<file path="config.mk">
export PLATFORM = sky130hd
export DESIGN_NAME = bus_controller
export DESIGN_NICKNAME = d
export VERILOG_FILES = /design/src/rtl/bus_ctrl_pkg.sv /design/src/rtl/program_counter.sv /design/src/rtl/bus_controller.sv
export SDC_FILE = /design/constraint.sdc
export NUM_CORES = 1
export LEC_CHECK = 0
export CORE_MARGIN = 2
export CORE_UTILIZATION = 39
export DETAILED_ROUTE_END_ITERATION = 8
export PLACE_DENSITY_LB_ADDON = 0.3
export SETUP_SLACK_MARGIN = 0.4
export SYNTH_ARGS = -nofsm -noshare
export SYNTH_HDL_FRONTEND = slang
export SYNTH_HIERARCHICAL = 1
export SYNTH_SLANG_ARGS = --single-unit
export TNS_END_PERCENT = 1
</file>
<file path="constraint.sdc">
create_clock -name clk -period 1.3 [get_ports clk]
set_input_delay 0.13 -clock clk [delete_from_list [all_inputs] [get_ports clk]]
set_output_delay 0.13 -clock clk [all_outputs]
set_load 0.02 [all_outputs]
</file>
<file path="src/rtl/bus_ctrl_pkg.sv">
// Shared types and constants for the bus sequencing FSM.
// Contents: FSM state enum, opcode class constants, HALT opcode and a decode helper.
package bus_ctrl_pkg;

  typedef enum logic [2:0] {
    StIdle,
    StFetch,
    StDecode,
    StAddr,
    StExecLd,
    StExecSt,
    StHalted
  } state_e;

  localparam logic [1:0] OP_NOP = 2'b00;
  localparam logic [1:0] OP_LD  = 2'b01;
  localparam logic [1:0] OP_ST  = 2'b10;
  localparam logic [1:0] OP_SYS = 2'b11;

  localparam logic [7:0] HALT_CODE = 8'hFF;

  // Class 11 is only legal as the exact HALT encoding.
  function automatic logic is_halt(input logic [7:0] op);
    return op == HALT_CODE;
  endfunction

endpackage

</file>
<file path="src/rtl/program_counter.sv">
// Program counter: ADDR_W-bit register with increment enable.
// Wraps naturally from all-ones to zero; cleared only by the asynchronous reset.
// Ports:
//   clk   - system clock
//   rst_n - asynchronous active-low clear
//   inc   - advance by one at the next rising edge
//   pc    - current program counter
module program_counter #(
  parameter int unsigned ADDR_W = 8
) (
  input  logic              clk,
  input  logic              rst_n,
  input  logic              inc,
  output logic [ADDR_W-1:0] pc
);

  localparam logic [ADDR_W-1:0] PcOne = {{(ADDR_W-1){1'b0}}, 1'b1};

  always_ff @(posedge clk or negedge rst_n) begin
    if (!rst_n) begin
      pc <= '0;
    end else if (inc) begin
      pc <= pc + PcOne;
    end
  end

endmodule

</file>
<file path="src/rtl/bus_controller.sv">
// Fetch/decode/execute sequencer for the shared 8-bit processor bus.
// Owns all bus enable/load strobes and the memory address; outputs are Moore
// (decoded from the state register only) so at most one bus driver is ever active.
// Ports:
//   clk, rst_n            - clock, asynchronous active-low reset
//   start                 - leave IDLE/HALTED and fetch at pc (ignored while busy)
//   opcode                - opcode register contents
//   bus_value             - current bus contents (operand address source)
//   mem_ready             - memory access completes at this edge
//   memory_enable/_load   - memory drives / captures the bus
//   opcode_reg_load       - opcode register captures the bus
//   register_bank_enable  - register bank drives the bus
//   register_bank_load    - register bank captures the bus
//   mem_addr, reg_sel, pc - memory address, register select, program counter
//   busy, halted, illegal - status (illegal is sticky until restart)
module bus_controller
  import bus_ctrl_pkg::*;
#(
  parameter int unsigned ADDR_W    = 8,
  parameter int unsigned REG_SEL_W = 2
) (
  input  logic                 clk,
  input  logic                 rst_n,
  input  logic                 start,
  input  logic [7:0]           opcode,
  input  logic [7:0]           bus_value,
  input  logic                 mem_ready,
  output logic                 memory_enable,
  output logic                 memory_load,
  output logic                 opcode_reg_load,
  output logic                 register_bank_enable,
  output logic                 register_bank_load,
  output logic [ADDR_W-1:0]    mem_addr,
  output logic [REG_SEL_W-1:0] reg_sel,
  output logic [ADDR_W-1:0]    pc,
  output logic                 busy,
  output logic                 halted,
  output logic                 illegal
);

  state_e                state_q, state_d;
  logic [ADDR_W-1:0]     addr_q;
  logic [REG_SEL_W-1:0]  reg_sel_q;
  logic                  is_ld_q;
  logic                  illegal_q;

  logic pc_inc;
  logic addr_capture;
  logic decode_capture;
  logic illegal_set;
  logic illegal_clr;

  program_counter #(
    .ADDR_W(ADDR_W)
  ) u_program_counter (
    .clk  (clk),
    .rst_n(rst_n),
    .inc  (pc_inc),
    .pc   (pc)
  );

  always_comb begin
    state_d              = state_q;
    memory_enable        = 1'b0;
    memory_load          = 1'b0;
    opcode_reg_load      = 1'b0;
    register_bank_enable = 1'b0;
    register_bank_load   = 1'b0;
    mem_addr             = '0;
    pc_inc               = 1'b0;
    addr_capture         = 1'b0;
    decode_capture       = 1'b0;
    illegal_set          = 1'b0;
    illegal_clr          = 1'b0;

    unique case (state_q)
      StIdle: begin
        if (start) state_d = StFetch;
      end
      StFetch: begin
        mem_addr        = pc;
        memory_enable   = 1'b1;
        opcode_reg_load = 1'b1;
        if (mem_ready) begin
          pc_inc  = 1'b1;
          state_d = StDecode;
        end
      end
      StDecode: begin
        decode_capture = 1'b1;
        unique case (opcode[7:6])
          OP_NOP:  state_d = StFetch;
          OP_LD:   state_d = StAddr;
          OP_ST:   state_d = StAddr;
          default: begin
            state_d     = StHalted;
            illegal_set = !is_halt(opcode);
          end
        endcase
      end
      StAddr: begin
        mem_addr      = pc;
        memory_enable = 1'b1;
        if (mem_ready) begin
          pc_inc       = 1'b1;
          addr_capture = 1'b1;
          state_d      = is_ld_q ? StExecLd : StExecSt;
        end
      end
      StExecLd: begin
        mem_addr           = addr_q;
        memory_enable      = 1'b1;
        register_bank_load = 1'b1;
        if (mem_ready) state_d = StFetch;
      end
      StExecSt: begin
        mem_addr             = addr_q;
        register_bank_enable = 1'b1;
        memory_load          = 1'b1;
        if (mem_ready) state_d = StFetch;
      end
      StHalted: begin
        if (start) begin
          illegal_clr = 1'b1;
          state_d     = StFetch;
        end
      end
      default: state_d = StIdle;
    endcase
  end

  always_ff @(posedge clk or negedge rst_n) begin
    if (!rst_n) begin
      state_q   <= StIdle;
      addr_q    <= '0;
      reg_sel_q <= '0;
      is_ld_q   <= 1'b0;
      illegal_q <= 1'b0;
    end else begin
      state_q <= state_d;
      if (addr_capture) addr_q <= ADDR_W'(bus_value);
      if (decode_capture) begin
        reg_sel_q <= REG_SEL_W'(opcode[5:4]);
        // The opcode register is not reloaded until the next fetch, but the
        // class is latched here so ADDR does not depend on that.
        is_ld_q   <= (opcode[7:6] == OP_LD);
      end
      if (illegal_set) begin
        illegal_q <= 1'b1;
      end else if (illegal_clr) begin
        illegal_q <= 1'b0;
      end
    end
  end

  assign reg_sel = reg_sel_q;
  assign illegal = illegal_q;
  assign halted  = (state_q == StHalted);
  assign busy    = (state_q != StIdle) && (state_q != StHalted);

endmodule

</file>
==> results of run 1 <==
[synth_stat cells (3+ instances only)]
cell type and number:
inv_1 3, nand2b_1 3, nor2_1 6, nand4_1 4, xor2_1 5, nand2_1 5
xnor2_1 3, a22o_1 8, mux2_2 3, dfrtp_1 23, mux2_4 8, buf_2 3
o21ai_0 8, nor2b_1 3
[area by class of cell]
type,count,area (um2),share of cell area [%]
Clock buffer,4,26.3,1.33
Inverter,3,11.3,0.571
Tap cell,44,55.1,2.79
Timing Repair Buffer,67,653,33.1
Sequential cell,23,577,29.3
Multi-Input combinational cell,76,648,32.9
[per-layer routing]
metal / routed length (um) / vias to the layer above / GRT usage (%)
met5: 0 / - / 0
met4: 27 / 0 / 4.76
met3: 123 / 4 / 2.38
met2: 1460 / 25 / 30.4
met1: 1270 / 513 / 23.7
li1: - / 515 / -
[worst max-delay path, cell delays in order, from the launching register on]
cell and delay, ps:
dfrtp_1 440, and2b_1 200, buf_12 140, a22o_1 190, buf_6 130
[power by group through the flow]
stage | clock, mW | sequential (mW) | combinational [mW]
floorplan | 0 | 1.40 | 1.35
global route | 0.367 | 1.32 | 3.22
global placement | 0 | 1.24 | 2.70
detailed placement | 0 | 1.26 | 2.75
finish | 0.330 | 1.28 | 3.01
CTS | 0.342 | 1.28 | 2.96
[final timing paths]
kind,depth (start not counted),end,from
max,4,mem_addr[1],state_q[0]
min,2,addr_q[3],rst_n
max reg2reg,5,addr_q[6],state_q[2]
min reg2reg,1,addr_q[7],addr_q[7]
max in group asynchronous,2,state_q[1],rst_n
min in group clk,2,addr_q[3],bus_value[3]
[state kept, by name, indices dropped and copies added (netlist names)]
signal and cells:
illegal 1, state_q 3, addr_q 8, is_ld_q 1
reg_sel 2, u_program_counter/pc 8
[logic make-up (layout without fill, tap and decap cells)]
kind of cell | count (synthesis) | after routing | share of synthesized area [%]
AOI/OAI and AO/OA | 21 | 21 | 11.7
xor gates and xnor gates | 8 | 8 | 5.73
adders and majority gates | 1 | 1 | 1.02
buffers and inverters | 9 | 74 | 4.29
DFF | 23 | 23 | 47.0
muxes | 11 | 11 | 12.6
and+or+nand+nor | 35 | 35 | 17.7
[through the flow]
stage	cell area [um2]	hold WS [ps]	util, %
2_1_floorplan	1220	-166	-
3_3_place_gp	1860	489	61.4
3_5_place_dp	1860	494	61.4
4_1_cts	1950	158	64.4
5_1_grt	1970	170	65.1
6_report	1970	151	65.1
[timing repair]
| item | 4_1_cts | 5_1_grt |
|---|---|---|
| buffers inserted | 0 | 0 |
| gates resized for setup | 163 | 6 |
| setup endpoints to repair | 49 | 49 |
| hold buffers | 0 | 0 |
| pin swaps | 3 | 0 |
| cloned | 1 | 0 |
==> metrics.yaml, run 1 <==
worst_setup_path:
  endpoint_kind: "primary output"
  worstPathMaxFanout: 9
  critPathLaunchType: "register"
  rrSetupSlack_ps: -210
  worstSetupPathType: "register to primary output"
  crit_required_ps: 1170
  cp_data_arrival_time_ps: 1400
final_layout:
  final_cells: 217
  fill_cells: 250
  drive_gt1_share_pct: 43.9
  final_cell_mix: "buf_6 (24), buf_4 (23), dfrtp_1 (22)"
  fin_nets: 195
  layout_commonest_cell: "buf_6"
  diodes: 0
  area_growth_pct: 61.0
detailed_routing:
  wl_per_cell_um: 13.3
  drt_iter0_markers: 13
  antenna_left: 0
  num_vias: 1057
  via_per_inst: 4.87
  finalWirelength_mm: 2.89
  drc_errors: 0
  dr.pass1.iters: 4
global_routing:
  antenna_found_initial: 0
  grt-ovfl-total: 0
  grt_usage_pct: 17.8
  grt_first_pass_wirelength_mm: 4.83
  grt_max_degree: 24
  grt_pass1_vias: 1070
clock_tree:
  cts_max_level: 1
  cts-root-buf: "clkbuf_4"
  cts_max_path_buffers: 2
  cts.sinks: 23
  cts_tree: "yes"
  clk_pin_slew_ps: 130
  cts_made_buffers: 3
  clk_latency_ps: 310
synthesis:
  syn_avg_cell_area_um2: 11.3
  ys.flop_type: "dfrtp_1"
  ys_types: 32
  synth_cells: 108
  seq_area_frac_synth_pct: 47.0
  yosys_warnings: 6
  syn_area_mm2: 0.00122
  synth_seq_cells: 23
  syn_nets: 129
  synthTopCellsByArea: "dfrtp_1 (47%), mux2_4 (9.8%), a22o_1 (5.7%), xor2_1 (3.6%), o21ai_0 (3.3%)"
  synth_edf_count: 0
  synth.largest_area_cell: "dfrtp_1"
  synth_top_area_share_pct: 47.0
  synthArstFlopShare_pct: 100
power_and_ir_drop:
  finalPower_mw: 4.62
  p_sw_share_pct: 39.6
  p_per_area_mw_per_mm2: 2340
  comb_power_share_pct: 65.2
  clock_power_share_pct: 7.1
  p_int_mw: 2.79
  ir_worst_vdd_uv: 1120
  seqPwrFrac_pct: 27.7
  power.leakage_nw: 0.939
  switchingPower_mw: 1.83
die:
  die-width_um: 60.0
  std_cell_rows: 20
  pin_count: 46
  die_area_mm2: 0.00360
  fp.dieH_um: 60.0
  core_mm2: 0.00303
  initial_core_util_pct: 40.4
sta:
  min_period_over_period_pct: 118
  drv_slew: 0
  finalWorstSetupSlack_ps: -229
  hold_viol_final: 0
  layout_min_cycle_time_ps: 1530
  finalSetupTns_ps: -5310
  fmax_mhz: 654
  tightestPinTransition_ps: 297
  rsz0062_at_grt: "true"
  max_slew_margin_pct: 80.2
  fin_skew_ps: 9.57
  setup_viol: 35
placement:
  dp_hpwl_mm: 2.20
  io_buffer_count: 45
  dp_slack_ps: -410
  place.gp.congestion: 0.809
  placed_cells: 212
flow_run:
  max_cap_viol_count: 0
run_status:
  outcome: "finished with violations"
  violations: "negative setup slack"
min_path:
  hp-class: "input pin to asynchronous set/reset pin"
(Power assumes the default switching activity.)
==> inputs of run 2 (changes only) <==
--- a/config.mk
+++ b/config.mk
@@ -5,7 +5,7 @@
 export SDC_FILE = /design/constraint.sdc
 export NUM_CORES = 1
 export LEC_CHECK = 0
-export CORE_MARGIN = 2
+export CORE_MARGIN = 5
 export CORE_UTILIZATION = 39
 export DETAILED_ROUTE_END_ITERATION = 8
 export PLACE_DENSITY_LB_ADDON = 0.3
==> run 2 against run 1 <==
Effect of this change:
- utilization decreased by 0.74 points
- first-iteration DRC count increased by 62%
- sequential share of layout area increased by 0.34 points
- combinational power decreased by 2%
- the run still ends with negative setup slack left
- highest routed layer unchanged
- routed wire length increased by 1.7%
==> metrics.yaml, run 2 (synthesis results as in run 1) <==
clock_tree:
  clk_latency_ps: 300  # was 310 ps
  cts.sinks: 23  # unchanged
  cts_tree: "yes"  # unchanged
  cts_hold_buf: 0  # unchanged
  clk_pin_slew_ps: 120  # was 130 ps
  cts-root-buf: "clkbuf_4"  # unchanged
  cts_made_buffers: 3  # unchanged
  cts_max_level: 1  # unchanged
  cts_max_path_buffers: 2  # unchanged
detailed_routing:
  drt_iter0_markers: 21  # was 13
  via_per_inst: 4.89  # was 4.87
  dr.pass1.iters: 4  # unchanged
  finalWirelength_mm: 2.94  # was 2.89 mm
  antenna_left: 0  # unchanged
  wl_per_cell_um: 13.5  # was 13.3 um
  drc_errors: 0  # unchanged
  num_vias: 1062  # was 1057
final_layout:
  diodes: 0  # unchanged
  area_growth_pct: 59.2  # was 61.0%
  layout_commonest_cell: "buf_6"  # unchanged
  largest_registers: "addr_q x8, u_program_counter/pc x8, state_q x3"  # unchanged
  fin_nets: 195  # unchanged
  design_area_mm2: 0.00195  # was 0.00197 mm2
  drive_gt1_share_pct: 43.4  # was 43.9%
  final_cell_mix: "buf_6 (23), dfrtp_1 (22), buf_4 (22)"  # was buf_6 (24), buf_4 (23), dfrtp_1 (22)
sta:
  fin_skew_ps: 4.50  # was 9.57 ps
  layout_min_cycle_time_ps: 1560  # was 1530 ps
  tightestPinTransition_ps: 293  # was 297 ps
  hold_viol_final: 0  # unchanged
  drv_slew: 0  # unchanged
  finalWorstSetupSlack_ps: -255  # was -229 ps
  min_period_over_period_pct: 120  # was 118%
  setup_viol: 34  # was 35
  fmax_mhz: 643  # was 654 MHz
  rsz0062_at_grt: "true"  # unchanged
  max_slew_margin_pct: 80.4  # was 80.2%
global_routing:
  grt_pass1_vias: 1108  # was 1070
  grt_first_pass_wirelength_mm: 4.96  # was 4.83 mm
  antenna_found_initial: 0  # unchanged
  grt_usage_pct: 14.8  # was 17.8%
  grt_max_degree: 24  # unchanged
  grt-ovfl-total: 0  # unchanged
worst_setup_path:
  crit_required_ps: 1170  # about the same
  crit_chain: "nor2b_4 -> or3_4 -> buf_6"  # was and2b_1 -> buf_12 -> a22o_1 -> buf_6
  endpoint_kind: "primary output"  # unchanged
  cp_data_arrival_time_ps: 1430  # was 1400 ps
  timing.rr.start: "state_q[2]"  # unchanged
  worstSetupPathType: "register to primary output"  # unchanged
  cpPeakStageDelay_ps: 470  # was 440 ps
  r2r_end: "addr_q[7]"  # was addr_q[6]
  critPathLaunchType: "register"  # unchanged
  rrSetupSlack_ps: -230  # was -210 ps
  worstPathMaxFanout: 5  # was 9
  r2r_cells: 5  # unchanged
  cp_slowest_cell: "dfrtp_2"  # was dfrtp_1
power_and_ir_drop:
  power.leakage_nw: 0.930  # was 0.939 nW
  finalPower_mw: 4.56  # was 4.62 mW
  switchingPower_mw: 1.80  # was 1.83 mW
  clock_power_share_pct: 7.0  # was 7.1%
  ir_worst_vdd_uv: 1220  # was 1120 uV
  p_per_area_mw_per_mm2: 2340  # about the same
  p_int_mw: 2.75  # was 2.79 mW
  p_sw_share_pct: 39.6  # about the same
  comb_power_share_pct: 65.0  # was 65.2%
  seqPwrFrac_pct: 27.9  # was 27.7%
die:
  die_area_mm2: 0.00436  # was 0.00360 mm2
  fp.dieH_um: 66.0  # was 60.0 um
  std_cell_rows: 20  # unchanged
  core_mm2: 0.00303  # unchanged
  die-width_um: 66.0  # was 60.0 um
  pin_count: 46  # unchanged
  initial_core_util_pct: 40.4  # unchanged
placement:
  dp_slack_ps: -388  # was -410 ps
  dpl_cell_area_mm2: 0.00185  # was 0.00186 mm2
  io_buffer_count: 45  # unchanged
  place.gp.congestion: 0.797  # was 0.809
  dp_hpwl_mm: 2.32  # was 2.20 mm
run_status:
  violations: "negative setup slack"  # unchanged
  outcome: "finished with violations"  # unchanged
min_path:
  hp-class: "input pin to asynchronous set/reset pin"  # unchanged
flow_run:
  max_cap_viol_count: 0  # unchanged
==> run 2: stage by stage <==
step           utilization (%)  cells  hold WS (ps)  setup TNS [ps]
3_3_place_gp              61.2    211           490           -6220
5_1_grt                   64.3    217           172           -8320
4_1_cts                   62.7    217           154           -5960
3_5_place_dp              61.2    211           496           -7490
6_report                  64.3    217           161           -5880
2_1_floorplan                -    108          -166            -760
==> run 2: what timing repair did <==
action                                  4_1_cts  5_1_grt
endpoints found under the setup margin       49       49
buffers inserted                              2        0
pin swaps                                     2        1
gates resized for setup                     148       17
cloned                                        0        0
==> run 2: power by group through the flow <==
stage | logic (mW) | clock network, mW | registers, mW
after global placement | 2.72 | 0 | 1.23
final | 2.96 | 0.321 | 1.27
after floorplan | 1.35 | 0 | 1.40
after global routing | 3.17 | 0.372 | 1.32
after detailed placement | 2.77 | 0 | 1.26
after CTS | 2.85 | 0.341 | 1.26
==> run 2: how the worst max path moves through the flow <==
stage	slack, ps	depth (start not counted)	start	end
detailed placement	-390	4	state_q[1]	mem_addr[2]
finish	-260	3	state_q[1]	busy
floorplan	-80	5	state_q[2]	addr_q[0]
global route	-320	4	state_q[2]	busy
CTS	-260	4	state_q[0]	mem_addr[1]
global placement	-310	4	state_q[1]	register_bank_enable
==> run 2: final cells by class <==
| class | count | area, um2 |
|---|---|---|
| Clock buffer | 4 | 26.3 |
| Fill cell | 237 | 1080 |
| Inverter | 3 | 11.3 |
| Multi-Input combinational cell | 76 | 634 |
| Sequential cell | 23 | 577 |
| Tap cell | 44 | 55.1 |
| Timing Repair Buffer | 67 | 644 |
==> run 2: critical path: cells and delay by family (launching register included) <==
kind	cells	cell delay, ps
buffers and inverters	1	140
and+or+nand+nor	2	510
DFF	1	470
==> run 2: per-layer routing <==
layer | part of all wire (%) | track usage (%) | vias up
li1 | - | - | 518
met1 | 41 | 16.7 | 517
met2 | 53 | 27.0 | 25
met3 | 5.4 | 5.10 | 2
met4 | 0.51 | 2.28 | 0
met5 | 0 | 0 | -
==> inputs of run 3 (changes only) <==
--- a/config.mk
+++ b/config.mk
@@ -8,6 +8,7 @@
 export CORE_MARGIN = 5
 export CORE_UTILIZATION = 39
 export DETAILED_ROUTE_END_ITERATION = 8
+export MAX_ROUTING_LAYER = met4
 export PLACE_DENSITY_LB_ADDON = 0.3
 export SETUP_SLACK_MARGIN = 0.4
 export SYNTH_ARGS = -nofsm -noshare
==> constraint.sdc (replaced) <==
create_clock -name clk -period 1.2 [get_ports clk]
set_input_delay 0.12 -clock clk [delete_from_list [all_inputs] [get_ports clk]]
set_output_delay 0.12 -clock clk [all_outputs]
set_load 0.02 [all_outputs]
==> run 3 against run 2 <==
Effect of this change:
- the flow still finishes with violations (negative setup slack)
- combinational power up 10%
- sequential share of layout area down 0.36 points
- final cell count rose by 0.92%
- critical path type unchanged
==> metrics.yaml, run 3 (synthesis results as in run 1) <==
run_status:
  outcome: "finished with violations"  # unchanged
  violations: "negative setup slack"  # unchanged
placement:
  dpl_cell_area_mm2: 0.00187  # was 0.00185 mm2
  dp_hpwl_mm: 2.46  # was 2.32 mm
  placed_cells: 213  # was 211
  io_buffer_count: 45  # unchanged
  place.gp.congestion: 0.807  # was 0.797
power_and_ir_drop:
  clock_power_share_pct: 7.0  # about the same
  finalPower_mw: 5.00  # was 4.56 mW
  comb_power_share_pct: 65.4  # was 65.0%
  ir_worst_vdd_uv: 1360  # was 1220 uV
  power.leakage_nw: 0.944  # was 0.930 nW
  p_int_mw: 3.01  # was 2.75 mW
  p_sw_share_pct: 39.8  # was 39.6%
  p_per_area_mw_per_mm2: 2530  # was 2340 mW/mm2
  seqPwrFrac_pct: 27.6  # was 27.9%
  switchingPower_mw: 1.99  # was 1.80 mW
global_routing:
  grt_usage_pct: 16.2  # was 14.8%
  antenna_found_initial: 0  # unchanged
  grt_first_pass_wirelength_mm: 5.28  # was 4.96 mm
  grt_pass1_vias: 1100  # was 1108
  grt-ovfl-total: 0  # unchanged
  grt_max_degree: 24  # unchanged
final_layout:
  seq_area_um2: 577  # unchanged
  design_area_mm2: 0.00197  # was 0.00195 mm2
  final_cell_mix: "buf_6 (27), dfrtp_1 (22), buf_4 (21)"  # was buf_6 (23), dfrtp_1 (22), buf_4 (22)
  drive_gt1_share_pct: 43.4  # about the same
  multi_input_area_um2: 626  # was 634 um2
  fin_nets: 197  # was 195
  final_cells: 219  # was 217
  area_growth_pct: 61.1  # was 59.2%
  diodes: 0  # unchanged
  largest_registers: "addr_q x8, u_program_counter/pc x8, state_q x3"  # unchanged
  fill_cells: 227  # was 237
  layout_commonest_cell: "buf_6"  # unchanged
clock_tree:
  cts_max_path_buffers: 2  # unchanged
  clk_pin_slew_ps: 120  # about the same
  cts-root-buf: "clkbuf_4"  # unchanged
  cts_hold_buf: 0  # unchanged
  cts_tree: "yes"  # unchanged
  clk_latency_ps: 310  # was 300 ps
  cts.sinks: 23  # unchanged
  cts_made_buffers: 3  # unchanged
  cts_max_level: 1  # unchanged
worst_setup_path:
  cpPeakStageDelay_ps: 460  # was 470 ps
  cp_data_arrival_time_ps: 1420  # was 1430 ps
  crit_chain: "and2b_1 -> buf_12 -> a22o_1 -> buf_6"  # was nor2b_4 -> or3_4 -> buf_6
  critPathBufInv: 2  # was 1
  crit_family: "flip-flops"  # was simple AND/OR/NAND/NOR gates
  worstPathMaxFanout: 9  # was 5
  critPathLaunchType: "register"  # unchanged
  crit_required_ps: 1080  # was 1170 ps
  endpoint_kind: "primary output"  # unchanged
  cp_slowest_cell: "dfrtp_2"  # unchanged
  worstSetupPathType: "register to primary output"  # unchanged
detailed_routing:
  dr.pass1.iters: 4  # unchanged
  drc_errors: 0  # unchanged
  finalWirelength_mm: 3.16  # was 2.94 mm
  via_per_inst: 4.80  # was 4.89
  wl_per_cell_um: 14.4  # was 13.5 um
  antenna_left: 0  # unchanged
  num_vias: 1051  # was 1062
  drt_iter0_markers: 53  # was 21
die:
  fp.dieH_um: 66.0  # unchanged
  initial_core_util_pct: 40.4  # unchanged
  pin_count: 46  # unchanged
  std_cell_rows: 20  # unchanged
  die-width_um: 66.0  # unchanged
  die_area_mm2: 0.00436  # unchanged
  core_mm2: 0.00303  # unchanged
sta:
  tightestPinTransition_ps: 311  # was 293 ps
  finalSetupTns_ps: -9550  # was -5880 ps
  min_period_over_period_pct: 128
  drv_slew: 0  # unchanged
  finalWorstSetupSlack_ps: -340  # was -255 ps
  holdWs_ps: 151  # was 161 ps
  hold_viol_final: 0  # unchanged
  fmax_mhz: 649
  fin_skew_ps: 7.89  # was 4.50 ps
  rsz0062_at_grt: "true"  # unchanged
  layout_min_cycle_time_ps: 1540
  setup_viol: 36  # was 34
  max_slew_margin_pct: 79.3  # was 80.4%
flow_run:
  max_cap_viol_count: 0  # unchanged
min_path:
  hp-class: "input pin to asynchronous set/reset pin"  # unchanged
-- run 3: power groups by stage --
stage	registers [mW]	clock network [mW]	logic, mW
2_1_floorplan	1.52	0	1.46
3_3_place_gp	1.34	0	2.95
3_5_place_dp	1.37	0	3.03
4_1_cts	1.38	0.374	3.14
5_1_grt	1.43	0.404	3.50
6_report	1.38	0.351	3.27
-- run 3: layout make-up --
class,instances,share of cell area (%)
repair buffers,69,34.3
multi-input cells,76,31.7
flip-flops and latches,23,29.3
well taps,44,2.79
clock buffers,4,1.33
inverters,3,0.571
-- run 3: metrics by stage --
step           setup WS (ps)  util, %
2_1_floorplan           -179        -
3_3_place_gp            -396     61.7
3_5_place_dp            -452     61.7
4_1_cts                 -356     63.8
5_1_grt                 -412     65.1
6_report                -340     65.1
-- run 3: layer usage --
layer | track usage, % | part of all wire [%] | vias to the layer above
met3 | 4.76 | 5.7 | 4
met4 | 3.05 | 0.92 | 0
met5 | - | 0 | -
li1 | - | - | 516
met1 | 19.2 | 41 | 499
met2 | 27.4 | 52 | 32
-- run 3: worst paths after layout --
kind / depth (start not counted) / to / startpoint / slack [ps]
max reg2reg: 5 / addr_q[7] / state_q[2] / -320
max: 4 / mem_addr[6] / state_q[0] / -340
min reg2reg: 1 / addr_q[2] / addr_q[2] / 530
min: 2 / state_q[1] / rst_n / 150
min in group clk: 2 / addr_q[5] / bus_value[5] / 430
max in group asynchronous: 2 / state_q[0] / rst_n / 800
-- run 3: worst reg2reg max path: cells and delay by family (launching register included) --
| family | cells | cell delay [ps] |
|---|---|---|
| mux | 1 | 310 |
| buf+inv | 1 | 130 |
| flops | 1 | 420 |
| simple gates | 3 | 540 |
-- run 3: timing repair --
action                     4_1_cts  5_1_grt
pin swaps                        3        0
setup endpoints to repair       49       49
setup buffers                    1        1
resized for setup              150       11
